--- src/rtl/muldiv_pkg.sv ---
// Shared encodings for the multiply/divide sequencer.
// Holds op codes, FSM states and default widths.
// Imported by the controller and the iteration datapath.
package muldiv_pkg;

  localparam int MD_W     = 32;
  localparam int MD_CNT_W = 5;

  localparam logic [2:0] MD_MULT  = 3'b000;
  localparam logic [2:0] MD_MULTU = 3'b001;
  localparam logic [2:0] MD_DIV   = 3'b010;
  localparam logic [2:0] MD_DIVU  = 3'b011;
  localparam logic [2:0] MD_MFHI  = 3'b100;
  localparam logic [2:0] MD_MFLO  = 3'b101;
  localparam logic [2:0] MD_MTHI  = 3'b110;
  localparam logic [2:0] MD_MTLO  = 3'b111;

  typedef enum logic [1:0] {
    S_IDLE = 2'd0,
    S_RUN  = 2'd1,
    S_FIX  = 2'd2
  } state_t;

endpackage

--- src/rtl/muldiv_iter.sv ---
// One-bit-per-cycle datapath: shift-add multiply and restoring divide on magnitudes.
// Latency: one step per cycle while step is high; load initialises from a_in/b_in.
// No backpressure of its own; the controller decides when to load and step.
module muldiv_iter #(
  parameter int W = 32
) (
  input  logic           clk,
  input  logic           reset,
  input  logic           load,
  input  logic           step,
  input  logic           is_div,
  input  logic [W-1:0]   a_in,
  input  logic [W-1:0]   b_in,
  output logic [2*W-1:0] prod,
  output logic [W-1:0]   quot,
  output logic [W-1:0]   rem
);

  logic [W-1:0] a_reg;
  logic [W-1:0] b_reg;
  logic         div_mode;
  logic [2*W:0] p;
  logic [W:0]   r;
  logic [W-1:0] q;

  logic [W:0]   sum;
  logic [2*W:0] p_next;
  logic [W+1:0] shifted;
  logic [W+1:0] trial;

  // One step of each algorithm; P[2W] and R[W] stay zero so the sums never overflow
  always_comb begin
    sum     = p[2*W:W] + {1'b0, a_reg};
    p_next  = p[0] ? {1'b0, sum, p[W-1:1]} : {1'b0, p[2*W:1]};
    shifted = {r, q[W-1]};
    trial   = shifted - {2'b00, b_reg};
  end

  // Operand capture on load, then advance only the datapath that matches the op
  always_ff @(posedge clk) begin
    if (reset) begin
      a_reg    <= '0;
      b_reg    <= '0;
      div_mode <= 1'b0;
      p        <= '0;
      r        <= '0;
      q        <= '0;
    end else if (load) begin
      a_reg    <= a_in;
      b_reg    <= b_in;
      div_mode <= is_div;
      p        <= {{(W+1){1'b0}}, b_in};
      r        <= '0;
      q        <= a_in;
    end else if (step) begin
      if (div_mode) begin
        r <= trial[W+1] ? shifted[W:0] : trial[W:0];
        q <= {q[W-2:0], ~trial[W+1]};
      end else begin
        p <= p_next;
      end
    end
  end

  assign prod = p[2*W-1:0];
  assign quot = q;
  assign rem  = r[W-1:0];

endmodule

--- src/rtl/muldiv_seq.sv ---
// HI/LO owner and controller for MULT/DIV/MFHI/MFLO/MTHI/MTLO beside EX.
// Latency: 32 RUN cycles + 1 FIX cycle; HI/LO visible the cycle after FIX.
// Any muldiv op presented while busy raises Stall_MD until the sequencer is idle.
module muldiv_seq
  import muldiv_pkg::*;
#(
  parameter int W     = MD_W,
  parameter int CNT_W = MD_CNT_W
) (
  input  logic         clk,
  input  logic         reset,
  input  logic         MdValid_ID,
  input  logic [2:0]   MdOp_ID,
  input  logic [W-1:0] SrcA_ID,
  input  logic [W-1:0] SrcB_ID,
  input  logic         HoldExt,
  output logic [W-1:0] MdResult_EX,
  output logic         Stall_MD,
  output logic         Busy,
  output logic [W-1:0] Hi,
  output logic [W-1:0] Lo
);

  state_t           state;
  logic [CNT_W-1:0] cnt;
  logic             op_div;
  logic             neg_res;
  logic             neg_rem;

  logic             accept;
  logic             is_arith;
  logic             is_signed;
  logic             is_div;
  logic             div0;
  logic             a_neg;
  logic             b_neg;
  logic [W-1:0]     a_mag;
  logic [W-1:0]     b_mag;

  logic [2*W-1:0]   prod;
  logic [W-1:0]     quot;
  logic [W-1:0]     rem;
  logic [2*W-1:0]   prod_fix;

  // Stall ignores HoldExt so the core's stall OR cannot loop back through us
  assign Stall_MD = MdValid_ID && (state != S_IDLE);
  assign Busy     = (state != S_IDLE);
  assign accept   = MdValid_ID && !HoldExt && !Stall_MD;

  // Op decode and magnitude formation; a zero divisor keeps the raw dividend so HI returns it
  always_comb begin
    is_arith  = !MdOp_ID[2];
    is_signed = !MdOp_ID[0];
    is_div    = MdOp_ID[1];
    div0      = is_div && (SrcB_ID == '0);
    a_neg     = is_signed && SrcA_ID[W-1] && !div0;
    b_neg     = is_signed && SrcB_ID[W-1];
    a_mag     = a_neg ? -SrcA_ID : SrcA_ID;
    b_mag     = b_neg ? -SrcB_ID : SrcB_ID;
    prod_fix  = neg_res ? -prod : prod;
  end

  // HI/LO read port: only an accepted MFHI/MFLO drives a value
  always_comb begin
    MdResult_EX = '0;
    if (accept && (MdOp_ID == MD_MFHI)) begin
      MdResult_EX = Hi;
    end else if (accept && (MdOp_ID == MD_MFLO)) begin
      MdResult_EX = Lo;
    end
  end

  muldiv_iter #(.W(W)) u_iter (
    .clk    (clk),
    .reset  (reset),
    .load   (accept && is_arith),
    .step   (state == S_RUN),
    .is_div (is_div),
    .a_in   (a_mag),
    .b_in   (b_mag),
    .prod   (prod),
    .quot   (quot),
    .rem    (rem)
  );

  // Sequencer FSM: accept in IDLE, count 32 steps in RUN, sign-fix and write HI/LO in FIX
  always_ff @(posedge clk) begin
    if (reset) begin
      state   <= S_IDLE;
      cnt     <= '0;
      op_div  <= 1'b0;
      neg_res <= 1'b0;
      neg_rem <= 1'b0;
      Hi      <= '0;
      Lo      <= '0;
    end else begin
      unique case (state)
        S_IDLE: begin
          if (accept) begin
            if (is_arith) begin
              op_div  <= is_div;
              neg_res <= a_neg ^ b_neg;
              neg_rem <= is_div && a_neg;
              cnt     <= '0;
              state   <= S_RUN;
            end else if (MdOp_ID == MD_MTHI) begin
              Hi <= SrcA_ID;
            end else if (MdOp_ID == MD_MTLO) begin
              Lo <= SrcA_ID;
            end
          end
        end
        S_RUN: begin
          cnt <= cnt + 1'b1;
          if (cnt == {CNT_W{1'b1}}) begin
            state <= S_FIX;
          end
        end
        S_FIX: begin
          if (op_div) begin
            Lo <= neg_res ? -quot : quot;
            Hi <= neg_rem ? -rem : rem;
          end else begin
            Hi <= prod_fix[2*W-1:W];
            Lo <= prod_fix[W-1:0];
          end
          state <= S_IDLE;
        end
        default: state <= S_IDLE;
      endcase
    end
  end

endmodule
--- config.mk ---
export PLATFORM = sky130hd
export DESIGN_NAME = muldiv_seq
export DESIGN_NICKNAME = d
export VERILOG_FILES = /design/src/rtl/muldiv_pkg.sv /design/src/rtl/muldiv_iter.sv /design/src/rtl/muldiv_seq.sv
export SDC_FILE = /design/constraint.sdc
export NUM_CORES = 1
export LEC_CHECK = 0
export ABC_AREA = 1
export CORE_ASPECT_RATIO = 1.75
export CORE_MARGIN = 5
export CORE_UTILIZATION = 63
export DETAILED_ROUTE_END_ITERATION = 8
export PLACE_DENSITY = 0.87
export SLEW_MARGIN = 20
export SYNTH_ARGS = -nofsm -noshare
export SYNTH_HDL_FRONTEND = slang
export SYNTH_SLANG_ARGS = --single-unit
--- constraint.sdc ---
create_clock -name clk -period 6.7 [get_ports clk]
set_input_delay 1.34 -clock clk [delete_from_list [all_inputs] [get_ports clk]]
set_output_delay 1.34 -clock clk [all_outputs]
set_load 0.02 [all_outputs]
==> summary.md <==
| Metric | Value |
|---|---|
| First-pass GRT wire length | `141 mm` |
| Synth top area cells | `dfxtp_1 (24%), nand2_1 (17%), o21ai_0 (8.7%)` |
| Final Skew | `28.5 ps` |
| Setup_tns | `0 ps` |
| Startpoint types | `primary input` |
| Biggest register | `u_iter.p` |
| IO Port Bufs | `168` |
| Max FO, Critical Path | `32` |
| Initial Utilization | `63.4%` |
| Fmax | `214 MHz` |
| Synth cell types | `58` |
| Via Count | `27200` |
| Clock root buffer | `clkbuf_16` |
| Pin count of the biggest net entering global routing | `98` |
| Clock Sinks | `268` |
| CP Capture Type | `output port` |
| Clock insertion delay at the later pin of the skew report | `600 ps` |
| #FFs+latches synth | `268` |
| Share of post-route cells with drive strength above 1 | `3.46%` |
| Die width | `152 um` |
| Core area | `0.0350 mm2` |
| RSZ-0062 raised after global routing | `false` |
| WL per Instance | `21.4 um` |
| Largest regs | `u_iter.p x64, u_iter.r x33` |
| Final worst-path cycle share | `69.7%` |
| Area of the die | `0.0392 mm2` |
| Commonest non-fill, non-tap cell in the layout | `nand2_1` |
| Mapped Nets | `3985` |
| Num CTS Buffers | `27` |
| Ys Warns | `0` |
| EDFF count, synth | `0` |
| Status | `complete, no violations` |
| Most frequent cells in the layout | `nand2_1 (999), inv_1 (490), o21ai_0 (384)` |
| Clk slew on worst S/H paths | `70 ps` |
| Post-Syn Instances | `3841` |
| Total gr overflow | `0` |
| Asr flop ratio synth | `0%` |
| Vias in the first global route | `24900` |
| Clk buf depth | `3` |
| Post-synthesis cell area | `0.0221 mm2` |
| Worst Hold End | `u_iter.a_reg[31]$_SDFFE_PP0P_` |
| Die H | `258 um` |
| Worst slew pin tran | `1160 ps` |
| Worst EP arrival | `3330 ps` |
| Layout Nets | `4048` |
| GP Congestion | `1.08` |
| Area leader, netlist | `dfxtp_1` |
| H-tree depth | `1` |
| Layout area overhead | `12.3%` |
| Worst r2r src | `u_iter.b_reg[24]$_SDFFE_PP0P_` |
| Final setup viols | `0` |
| Post-route cell area | `0.0249 mm2` |
| Slew HR | `21.8%` |
| Hold path depth | `2` |
| Share of the synthesized area in the top cell type | `24.2%` |
| Leak pwr | `11.2 nW` |
| Reg2Reg Setup Slack | `3060 ps` |
| Final antenna-violating net count | `0` |
| CTS resizes | `0` |
| Reg2reg end | `u_iter.r[3]$_SDFFE_PP0P_` |
| Postcts setup bufs | `0` |
| Critical hold path startpoint | `u_iter.a_reg[31]$_SDFFE_PP0P_` |
| Final setup margin | `2030 ps` |
| Initial DRC count | `3076` |
| Worst Setup SP | `MdValid_ID` |
| Syn avg cell area | `5.77 um2` |
| Seq/Total Area, Yosys | `24.2%` |
| Antenna violations before repair | `3` |
| Dpl hpwl | `71.5 mm` |
| Min-delay worst type | `reg -> reg` |
| 1st-pass router iterations | `7` |
| # DRC | `0` |
| Cell depth of the worst flop-to-flop path | `14` |
| PwrDens | `189 mW/mm2` |
| GRT Util Overall | `46.6%` |
| Routed wire length | `93.9 mm` |
| I/O pin total | `169` |
| Most used flip-flop cell after synthesis | `dfxtp_1` |
| Final Critical Period | `4670 ps` |
| Max reg flops | `64` |
| DP Worst Slack | `2050 ps` |
| Critical path data required time | `5360 ps` |
| Pins Over Slew Limit | `0` |
| Number of hold buffers added after CTS | `0` |
| Worst VDD drop | `235 uV` |
| Final Hold Viols | `0` |
| Total of max-cap violations | `0` |
| TritonCTS clock tree | `done` |
| Vias/cell | `6.18` |
| Area of placed instances | `0.0239 mm2` |
| Standard-cell rows | `91` |
| Crit Path Class | `in -> out` |
-- metrics by stage --
| stage | utilization (%) | hold slack (ps) | power (W) | instances |
|---|---|---|---|---|
| floorplan | - | 428 | 0.00257 | 3841 |
| global placement | 68.4 | 464 | 0.00298 | 4340 |
| detailed placement | 68.4 | 470 | 0.00299 | 4340 |
| CTS | 71.1 | 479 | 0.00463 | 4390 |
| global route | 71.1 | 501 | 0.00486 | 4390 |
| finish | 71.1 | 480 | 0.00470 | 4392 |
-- synth_stat cells (all sizes together) (3+ instances only) --
cell type,instances
or2,6
dfxtp,268
o22ai,66
ha,71
xor2,48
o21bai,9
nand3,333
buf,58
clkbuf,99
o21ai,418
nor4,7
o31ai,3
and2,3
nand4,63
o211ai,7
nor2,376
and3,3
nand3b,10
nor3,58
o21a,11
xnor2,7
a221oi,9
nand2,1012
a21oi,369
clkinv,3
inv,498
a31oi,10
-- worst max path at each step --
stage | endpoint | slack, ps | depth (start not counted)
CTS | MdResult_EX[31] | 2050 | 7
detailed placement | MdResult_EX[31] | 2050 | 7
global route | MdResult_EX[31] | 1910 | 7
global placement | MdResult_EX[31] | 2100 | 7
floorplan | MdResult_EX[29] | 2980 | 5
finish | MdResult_EX[31] | 2030 | 7
-- area by class of cell --
class,count,area (um2)
clock buffers,34,752
inverters,501,1880
well taps,465,582
diodes,2,5.00
flip-flops and latches,268,5370
clock inverters,16,209
repair buffers,191,1860
multi-input cells,2915,14200
fillers,3300,10100
-- critical path, cell delays in order --
cell and delay, ps:
clkdlybuf4s50_1 450, inv_1 80, nor3_4 220, nand4_1 120
buf_4 260, o22ai_1 210, clkdlybuf4s50_1 640
-- cells by family (layout without fill, tap and decap cells) --
group	after synthesis	after routing	share of synthesized area, %
AO/OA/AOI/OAI	913	913	21.9
other	0	2	0
flip-flops	268	268	24.2
XOR/XNOR	55	55	2.18
buffers and inverters	658	742	11.7
adder cells (fa/ha/maj)	73	73	4.19
AND/OR/NAND/NOR	1874	1874	35.8
-- per-layer routing --
metal / vias to the layer above / routed length (um) / global-route usage (%)
li1: 12800 / - / -
met1: 12100 / 30900 / 51.1
met2: 1656 / 41500 / 72.0
met3: 585 / 8210 / 7.81
met4: 0 / 13300 / 49.4
met5: - / 0 / 0
-- report_power, final --
part / switching, W / internal (W)
Clock: 0.000750 / 0.000931
Combinational: 0.000875 / 0.000385
Sequential: 0.0000950 / 0.00166
Total: 0.00172 / 0.00298
Power figures use the tool's default switching activity.
